$ cat src/rtl/alu_pkg.sv
// Shared ALU control-word definitions used by decode-side control and the execute unit.
package alu_pkg;

    localparam int CTRL_W      = 8;
    localparam int CTRL_EN_BIT = 7;
    localparam int OP_W        = 7;

    // One-hot opcodes carried in ctrl[6:0]
    localparam logic [OP_W-1:0] OP_ADD = 7'b0000001;
    localparam logic [OP_W-1:0] OP_SUB = 7'b0000010;
    localparam logic [OP_W-1:0] OP_AND = 7'b0000100;
    localparam logic [OP_W-1:0] OP_OR  = 7'b0001000;
    localparam logic [OP_W-1:0] OP_NOT = 7'b0010000;
    localparam logic [OP_W-1:0] OP_SHR = 7'b0100000;
    localparam logic [OP_W-1:0] OP_SHL = 7'b1000000;

    typedef enum logic {
        ST_IDLE  = 1'b0,
        ST_SHIFT = 1'b1
    } state_t;

    // True when exactly one bit of the opcode field is set
    function automatic logic is_onehot(input logic [OP_W-1:0] v);
        return (v != '0) && ((v & (v - 7'd1)) == '0);
    endfunction

endpackage

$ cat src/rtl/alu_shift_engine.sv
// Iterative one-bit-per-cycle logical shifter: holds the working value, the
// remaining count and the direction, and exposes the next step combinationally
// so the caller can capture the final value on the same edge it is produced.
module alu_shift_engine #(
    parameter int WIDTH   = 16,
    parameter int SHAMT_W = 4
) (
    input  logic               clk,
    input  logic               rst_n,
    input  logic               i_load,
    input  logic               i_left,
    input  logic [WIDTH-1:0]   i_data,
    input  logic [SHAMT_W-1:0] i_shamt,
    input  logic               i_step,
    output logic [WIDTH-1:0]   o_next_work,
    output logic               o_carry,
    output logic               o_done
);

    logic [WIDTH-1:0]   r_work;
    logic [SHAMT_W-1:0] r_cnt;
    logic               r_left;

    // One-bit shift of the working value with zero fill; carry is the bit pushed out
    always_comb begin
        o_next_work = r_work;
        o_carry     = 1'b0;
        if (r_left) begin
            o_next_work = {r_work[WIDTH-2:0], 1'b0};
            o_carry     = r_work[WIDTH-1];
        end else begin
            o_next_work = {1'b0, r_work[WIDTH-1:1]};
            o_carry     = r_work[0];
        end
    end

    // The step that consumes the last count is the one that completes the shift
    assign o_done = i_step && (r_cnt == SHAMT_W'(1));

    // Load on accept, then advance one bit per step
    always_ff @(posedge clk or negedge rst_n) begin
        if (!rst_n) begin
            r_work <= '0;
            r_cnt  <= '0;
            r_left <= 1'b0;
        end else if (i_load) begin
            r_work <= i_data;
            r_cnt  <= i_shamt;
            r_left <= i_left;
        end else if (i_step) begin
            r_work <= o_next_work;
            r_cnt  <= r_cnt - SHAMT_W'(1);
        end
    end

endmodule

$ cat src/rtl/alu_execute_unit.sv
// Execute-stage ALU: single-cycle ADD/SUB/AND/OR/NOT, iterative shifts that
// stall the input handshake, registered result with Z/N/C flags and an error
// pulse for malformed control words.
module alu_execute_unit
    import alu_pkg::*;
#(
    parameter int WIDTH   = 16,
    parameter int SHAMT_W = 4
) (
    input  logic               clk,
    input  logic               rst_n,
    input  logic               in_valid,
    output logic               in_ready,
    input  logic [CTRL_W-1:0]  ctrl,
    input  logic [WIDTH-1:0]   op_a,
    input  logic [WIDTH-1:0]   op_b,
    input  logic [SHAMT_W-1:0] shamt,
    input  logic               flush,
    output logic               out_valid,
    output logic [WIDTH-1:0]   result,
    output logic               flag_z,
    output logic               flag_n,
    output logic               flag_c,
    output logic               err
);

    state_t             r_state;
    state_t             w_state_next;
    logic               r_out_valid;
    logic               r_err;
    logic [WIDTH-1:0]   r_result;
    logic               r_z;
    logic               r_n;
    logic               r_c;

    logic [OP_W-1:0]    w_op;
    logic               w_enable;
    logic               w_legal;
    logic               w_accept;
    logic               w_is_shift;
    logic               w_start_shift;
    logic               w_step;
    logic [WIDTH-1:0]   w_b_eff;
    logic               w_cin;
    logic [WIDTH:0]     w_sum;
    logic [WIDTH-1:0]   w_alu_res;
    logic               w_alu_c;
    logic [WIDTH-1:0]   w_shift_next;
    logic               w_shift_carry;
    logic               w_shift_done;

    assign w_op     = ctrl[OP_W-1:0];
    assign w_enable = ctrl[CTRL_EN_BIT];
    assign w_legal  = is_onehot(w_op);

    // Ready only while idle; held low during reset so nothing sees a handshake then
    assign in_ready      = rst_n && (r_state == ST_IDLE);
    assign w_accept      = in_valid && (r_state == ST_IDLE) && !flush;
    assign w_is_shift    = (w_op == OP_SHR) || (w_op == OP_SHL);
    assign w_start_shift = w_accept && w_enable && w_legal && w_is_shift && (shamt != '0);
    assign w_step        = (r_state == ST_SHIFT) && !flush;

    alu_shift_engine #(
        .WIDTH   (WIDTH),
        .SHAMT_W (SHAMT_W)
    ) u_shift (
        .clk         (clk),
        .rst_n       (rst_n),
        .i_load      (w_start_shift),
        .i_left      (w_op == OP_SHL),
        .i_data      (op_a),
        .i_shamt     (shamt),
        .i_step      (w_step),
        .o_next_work (w_shift_next),
        .o_carry     (w_shift_carry),
        .o_done      (w_shift_done)
    );

    // Single-cycle datapath; SUB reuses the adder as a + ~b + 1
    always_comb begin
        w_b_eff   = op_b;
        w_cin     = 1'b0;
        if (w_op == OP_SUB) begin
            w_b_eff = ~op_b;
            w_cin   = 1'b1;
        end
        w_sum     = {1'b0, op_a} + {1'b0, w_b_eff} + {{WIDTH{1'b0}}, w_cin};
        w_alu_res = '0;
        w_alu_c   = 1'b0;
        case (w_op)
            OP_ADD, OP_SUB: begin
                w_alu_res = w_sum[WIDTH-1:0];
                w_alu_c   = w_sum[WIDTH];
            end
            OP_AND:         w_alu_res = op_a & op_b;
            OP_OR:          w_alu_res = op_a | op_b;
            OP_NOT:         w_alu_res = ~op_a;
            OP_SHR, OP_SHL: w_alu_res = op_a;   // zero-length shift passes A through
            default:        w_alu_res = '0;
        endcase
    end

    // State register
    always_ff @(posedge clk or negedge rst_n) begin
        if (!rst_n) begin
            r_state <= ST_IDLE;
        end else begin
            r_state <= w_state_next;
        end
    end

    // Next-state: enter SHIFT on a multi-cycle shift, leave on completion or flush
    always_comb begin
        w_state_next = r_state;
        case (r_state)
            ST_IDLE:  if (w_start_shift) w_state_next = ST_SHIFT;
            ST_SHIFT: if (flush || w_shift_done) w_state_next = ST_IDLE;
            default:  w_state_next = ST_IDLE;
        endcase
    end

    // Result/flag registers; out_valid and err are one-cycle pulses
    always_ff @(posedge clk or negedge rst_n) begin
        if (!rst_n) begin
            r_out_valid <= 1'b0;
            r_err       <= 1'b0;
            r_result    <= '0;
            r_z         <= 1'b0;
            r_n         <= 1'b0;
            r_c         <= 1'b0;
        end else begin
            r_out_valid <= 1'b0;
            r_err       <= 1'b0;
            if (w_accept && w_enable) begin
                if (!w_legal) begin
                    // Malformed op: report it, zero the result, keep previous flags
                    r_out_valid <= 1'b1;
                    r_err       <= 1'b1;
                    r_result    <= '0;
                end else if (!w_start_shift) begin
                    r_out_valid <= 1'b1;
                    r_result    <= w_alu_res;
                    r_z         <= (w_alu_res == '0);
                    r_n         <= w_alu_res[WIDTH-1];
                    r_c         <= w_alu_c;
                end
            end else if (w_shift_done) begin
                r_out_valid <= 1'b1;
                r_result    <= w_shift_next;
                r_z         <= (w_shift_next == '0);
                r_n         <= w_shift_next[WIDTH-1];
                r_c         <= w_shift_carry;
            end
        end
    end

    assign out_valid = r_out_valid;
    assign err       = r_err;
    assign result    = r_result;
    assign flag_z    = r_z;
    assign flag_n    = r_n;
    assign flag_c    = r_c;

endmodule

$ cat config.mk
export PLATFORM = sky130hd
export DESIGN_NAME = alu_execute_unit
export DESIGN_NICKNAME = d
export VERILOG_FILES = /design/src/rtl/alu_pkg.sv /design/src/rtl/alu_shift_engine.sv /design/src/rtl/alu_execute_unit.sv
export SDC_FILE = /design/constraint.sdc
export NUM_CORES = 1
export LEC_CHECK = 0
export ABC_AREA = 1
export CAP_MARGIN = 20
export CORE_MARGIN = 3
export CORE_UTILIZATION = 59
export DETAILED_ROUTE_END_ITERATION = 8
export PLACE_DENSITY = 0.9
export SLEW_MARGIN = 20
export SYNTH_ARGS = -nofsm -noshare
export SYNTH_HDL_FRONTEND = slang
export SYNTH_SLANG_ARGS = --single-unit
$ cat constraint.sdc
create_clock -name clk -period 4 [get_ports clk]
set_input_delay 1 -clock clk [delete_from_list [all_inputs] [get_ports clk]]
set_output_delay 1 -clock clk [all_outputs]
set_load 0.1 [all_outputs]
Word-level counts from Yosys, hierarchy flattened:

Cells that the tools add are included.

* output and inout bits: 22
* word-level logic and storage cells: 90
* register bits: 43
* input bits: 48

* multiplexer cells: 35
* eq/ne operators: 11
* bitwise gates (word level): 6
* add/subtract/negate cells: 4
* reductions and logical operators: 24

Operators by type and width (count)
* 16-bit two-way mux: 8
* 16-bit case mux with 5 select lines: 1
* 16-bit logical NOT: 2
* 16-bit NOT: 2
* 1-bit two-way mux: 23
* 16-bit by 16-bit adder with 17-bit output: 1
* 17-bit by 1-bit adder with 17-bit output: 1
* 16-bit bitwise AND: 1
* 16-bit bitwise OR: 1
* 1-bit logical AND: 10
* 4-bit two-way mux: 2
* 7-bit bitwise AND: 1
* 7-bit by 1-bit == test with 1-bit output (second input constant): 1
* 7-bit by 2-bit == test with 1-bit output (second input constant): 1
* 7-bit by 3-bit == test with 1-bit output (second input constant): 1
* 7-bit by 4-bit == test with 1-bit output (second input constant): 1
* 7-bit by 5-bit == test with 1-bit output (second input constant): 1
* 7-bit by 6-bit == test with 1-bit output (second input constant): 1
* 7-bit == test (second input constant): 1
* 7-bit logical NOT: 1
* 7-bit nonzero test: 1
* 7-bit by 1-bit subtractor with 7-bit output (second input constant): 1
* 4-bit by 1-bit == test with 1-bit output (second input constant): 1
* 2-bit inequality test (second input constant): 2
* 11 further kinds: 14

Logic depth before layout (Yosys ltp):

* word-level depth: 10
* mapped depth: 24
* gate-level depth less buffers: 22

Hierarchy:

From an unflattened synthesis, not the netlist that was laid out.

* cells, all modules: 678
* area, all modules: 4362.9 um^2

By module, submodules not included
* alu_execute_unit: times used 1, area an instance 3190.6 um^2, cells an instance 512, sequential area each 550.5 um^2
* alu_shift_engine: times used 1, area an instance 1172.4 um^2, cells an instance 166, sequential area each 525.5 um^2

Worst setup path after synthesis:

No wires, ideal clock.

* path type: input to register
* start: input port ctrl[6]
* end: register r_z, in the netlist flag_z
* arrival: 3.469 ns
* stages on the path: 21
* setup time: 0.073 ns
* data required time: 3.927 ns
* slack: 0.458 ns
* buffers on the path: 2
* path through: inv_2 -> nand2_2 -> nor2_4 -> buf_6 -> nand2_4 -> buf_1 -> xnor2_1 -> ha_1 -> nand2_1 -> nor2_1 -> nand2_1 -> nand3_1 -> a21oi_1 -> or2_2 -> nand3_1 -> nand2_1 -> inv_1 -> nand2_1 -> nor3_1 -> nand2_1 -> a21oi_2

* word-level cells in the longest chain between the ends: 9
* elaborated cells between the ends (all ways): 30
* classes of those cells: 3 x add/sub; 9 x eq/ne; 6 x mux; 1 x bitwise; 11 x reduce/logical

RTL lines
* start: declaration: line alu_execute_unit.sv:14 `input logic [CTRL_W-1:0] ctrl,`
* 7-bit by 2-bit == test with 1-bit output / 7-bit by 1-bit subtractor with 7-bit output (equally long branches): line alu_execute_unit.sv:83, alu_execute_unit.sv:90, alu_pkg.sv:24
* 16-bit two-way mux / 7-bit bitwise AND (equally long branches): line alu_execute_unit.sv:83, alu_pkg.sv:24
* 16-bit by 16-bit adder with 17-bit output / 7-bit logical NOT (equally long branches): line alu_execute_unit.sv:87, alu_pkg.sv:24
* 17-bit by 1-bit adder with 17-bit output / 1-bit logical AND (equally long branches): line alu_execute_unit.sv:87, alu_pkg.sv:24
* 16-bit case mux with 5 select lines / 1-bit logical AND (equally long branches): line alu_execute_unit.sv:90, alu_execute_unit.sv:60
* 16-bit logical NOT / 1-bit logical AND (equally long branches): line alu_execute_unit.sv:143, alu_execute_unit.sv:60
* 1-bit two-way mux / 1-bit logical AND (equally long branches): line alu_execute_unit.sv:140, alu_execute_unit.sv:60
* 1-bit two-way mux / 2-bit inequality test (equally long branches)
* 1-bit two-way mux / 3-bit AND reduction (equally long branches)
* end signal: assignment: line alu_execute_unit.sv:143 `r_z <= (w_alu_res == '0);`
* end signal: assignment: line alu_execute_unit.sv:150 `r_z <= (w_shift_next == '0);`
* end: declaration: line alu_execute_unit.sv:32 `logic r_z;`

Several ways; a longest one is shown, not always the timed one. The select of a mux whose other input is x is not followed.
A chain may end at the register's enable or synchronous reset.

Worst setup path in the final report:

* start: input port ctrl[0]
* end: register r_z, in the netlist flag_z

The elaborated chain is that of the path after synthesis.

==> reports/qor.yml <==
critical_path:
  startpoint_type: "input port"
  cp_max_fo: 6
  worstReg2RegEnd: "flag_z$_DFFE_PN0P_"
  rr_worst_depth: 6
  path_class: "input port to flop"
  r2r-start: "u_shift.r_left$_DFFE_PN0P_"
  crit_path_end_kind: "flop"
  ff2ff_setup_slack_ps: 1870
  endpoint: "flag_z$_DFFE_PN0P_"
  setup.worst_path.start: "ctrl[0]"
  arrival_ps: 3970
  cp_data_required_time_ps: 4230
floorplan:
  start_util_pct: 63.1
  coreArea_mm2: 0.00657
  fp.dieH_um: 89.8
  rows: 29
  die_x_um: 89.8
  die-area_mm2: 0.00807
  ios: 70
yosys:
  synth_top_area_share_pct: 26.0
  ys_async_sr_fraction_pct: 100
  synth-seq-cells: 43
  ys_top_cells_by_area: "dfrtp_1 26%, nand2_1 15%, inv_1 7.6%, ha_1 6.6%, nor2_1 6.1%"
  yosysSeqAreaShare_pct: 26.0
  yosysTopAreaCell: "dfrtp_1"
  synth_warnings: 0
  synth-main-ff-cell: "dfrtp_1"
  syn_area_mm2: 0.00415
  syn_inst: 641
  synth_common_cells: "167 x nand2_1, 84 x inv_1, 67 x nor2_1"
  synth_cell_type_count: 46
  synth_edf_count: 0
  mappedNetlistNets: 712
  yosys.cell_count.top_type: "nand2_1"
  synth_area_per_cell_um2: 6.47
global_route:
  grt_pass1_wl_mm: 20.5
  gr-usage-all-layers_pct: 30.1
  antenna_found_initial: 0
  grt_start_max_net_pins: 44
  grt_pass1_vias: 4378
  overflow: 0
power:
  p_leak_nw: 2.49
  power_density_mw_per_mm2: 311
  power_mw: 1.59
  vdd_ir_drop_max_mv: 0.218
placed_design:
  dp.cells: 797
  place_congestion: 0.940
  dp.final_hpwl_mm: 9.81
  port-buffer-count: 69
final_layout:
  num_antenna_cells: 0
  final.fill_count: 534
  stdcell_count: 807
  layout-drive-gt1-share_pct: 7.56
  final_nets: 784
  fin_util_pct: 77.6
  area_growth_pct: 22.8
timing:
  skew_ps: 5.72
  min_period_ps: 3750
  drv_slew: 0
  worst_slew_pin_slew_ps: 972
  timing.hold.ws_ps: 486
  setup_viol_count_final: 0
  fmax_mhz: 267
  post-route-period-util_pct: 93.6
  relSlewSlack_pct: 35.0
  hold_viol: 0
drt:
  num_vias: 4706
  detail_route.iter0.violations: 384
  dr.pass1.iters: 6
  routed_via_density: 5.83
  routed_wl_mm: 12.3
  wire_per_inst_um: 15.2
  drc: 0
  ant_nets: 0
clock_network:
  cts_hold_buf: 0
  numCtsBuffers: 5
  clock_sinks: 43
  cts_tree: "yes"
  clk-insertion-delay-late_ps: 290
  root_buffer: "clkbuf_8"
  clk_path_buf_depth: 2
  h-tree-depth: 2
  path_clk_slew_ps: 80
worst_hold_path:
  hp-class: "flop to flop"
outcome:
  outcome: "finished clean"
job:
  maxCapViolations: 0
==> worst min-delay path by stage <==
| stage | to | startpoint | depth (start not counted) | slack (ps) |
|---|---|---|---|---|
| after global placement | result[7]$_DFFE_PN0P_ | result[7]$_DFFE_PN0P_ | 2 | 470 |
| after global routing | result[12]$_DFFE_PN0P_ | result[12]$_DFFE_PN0P_ | 2 | 500 |
| final | result[12]$_DFFE_PN0P_ | result[12]$_DFFE_PN0P_ | 2 | 490 |
| after detailed placement | result[12]$_DFFE_PN0P_ | result[12]$_DFFE_PN0P_ | 2 | 460 |
| after floorplan | u_shift.r_work[0]$_DFFE_PN0P_ | u_shift.r_work[0]$_DFFE_PN0P_ | 2 | 490 |
| after CTS | result[12]$_DFFE_PN0P_ | result[12]$_DFFE_PN0P_ | 2 | 490 |
==> layer usage <==
layer  part of all wire (%)  global-route usage, %  up-vias
met5                      0                      0        -
li1                       -                      -     2255
met4                    2.6                   9.96        0
met1                     40                   39.8     2152
met3                    9.1                   3.51       27
met2                     48                   51.3      272
==> logic make-up (layout without fill, tap and decap cells) <==
logic type | count (synthesis) | after routing | synth area share, %
compound gates | 130 | 130 | 18.7
xor+xnor | 18 | 18 | 3.80
flops | 43 | 43 | 26.0
buf+inv | 110 | 182 | 10.3
simple gates | 317 | 318 | 34.1
fa+ha+maj | 23 | 23 | 7.12
==> layout by cell type (no fill, tap or decap), drive strengths merged, types with 8 or more instances in the layout <==
cell           count
a21oi             39
buf               14
clkdlybuf4s50     67
dfrtp             43
ha                22
inv               92
nand2            176
nand3             45
nand3b             8
nand4              9
nor2              72
o21ai             50
o221ai            15
xnor2             12
==> final cells by class <==
| type | count | area (um2) | share of cell area (%) |
|---|---|---|---|
| clock buffers | 6 | 72.6 | 1.42 |
| inverters | 93 | 349 | 6.85 |
| clock inverters | 2 | 12.5 | 0.246 |
| repair buffers | 81 | 786 | 15.4 |
| multi-input cells | 489 | 2680 | 52.6 |
| flip-flops and latches | 43 | 1080 | 21.1 |
| well taps | 93 | 116 | 2.28 |
==> sequential cells by signal, indices dropped and copies added (netlist names) <==
signal	cells
u_shift.r_work	16
u_shift.r_left	1
flag_c	1
out_valid	1
err	1
u_shift.r_cnt	4
flag_n	1
flag_z	1
result	16
r_state	1
==> per-stage QoR <==
stage / setup TNS (ps) / setup slack, ps / cell area (um2)
2_1_floorplan: 0 / 458 / 4150
3_3_place_gp: 0 / 66.6 / 4960
3_5_place_dp: -168 / -73.4 / 4960
4_1_cts: 0 / 226 / 5050
5_1_grt: -3.96 / -3.96 / 5090
6_report: 0 / 255 / 5090
==> power by group <==
part | internal [mW] | switching (mW)
registers | 0.498 | 0.0338
logic | 0.236 | 0.550
clock network | 0.122 | 0.146
total | 0.856 | 0.729
==> critical path, stage by stage <==
cell	delay (ps)
clkdlybuf4s50_1	440
inv_1	90
nand2_1	110
nor2_4	190
nand2_4	130
xor2_1	200
fa_1	460
nand3_1	150
nand2_1	100
nand2_1	120
nand2_1	90
a21oi_1	250
a21oi_1	100
o21ai_0	110
nand3_1	120
nor2_1	120
nand2_1	70
a21oi_2	110
==> what timing repair did <==
item | 4_1_cts | 5_1_grt
setup endpoints to repair | 0 | 3
resized for setup | 0 | 7
buffers inserted | 0 | 1
No activity file was read; power rests on OpenSTA's default activity.
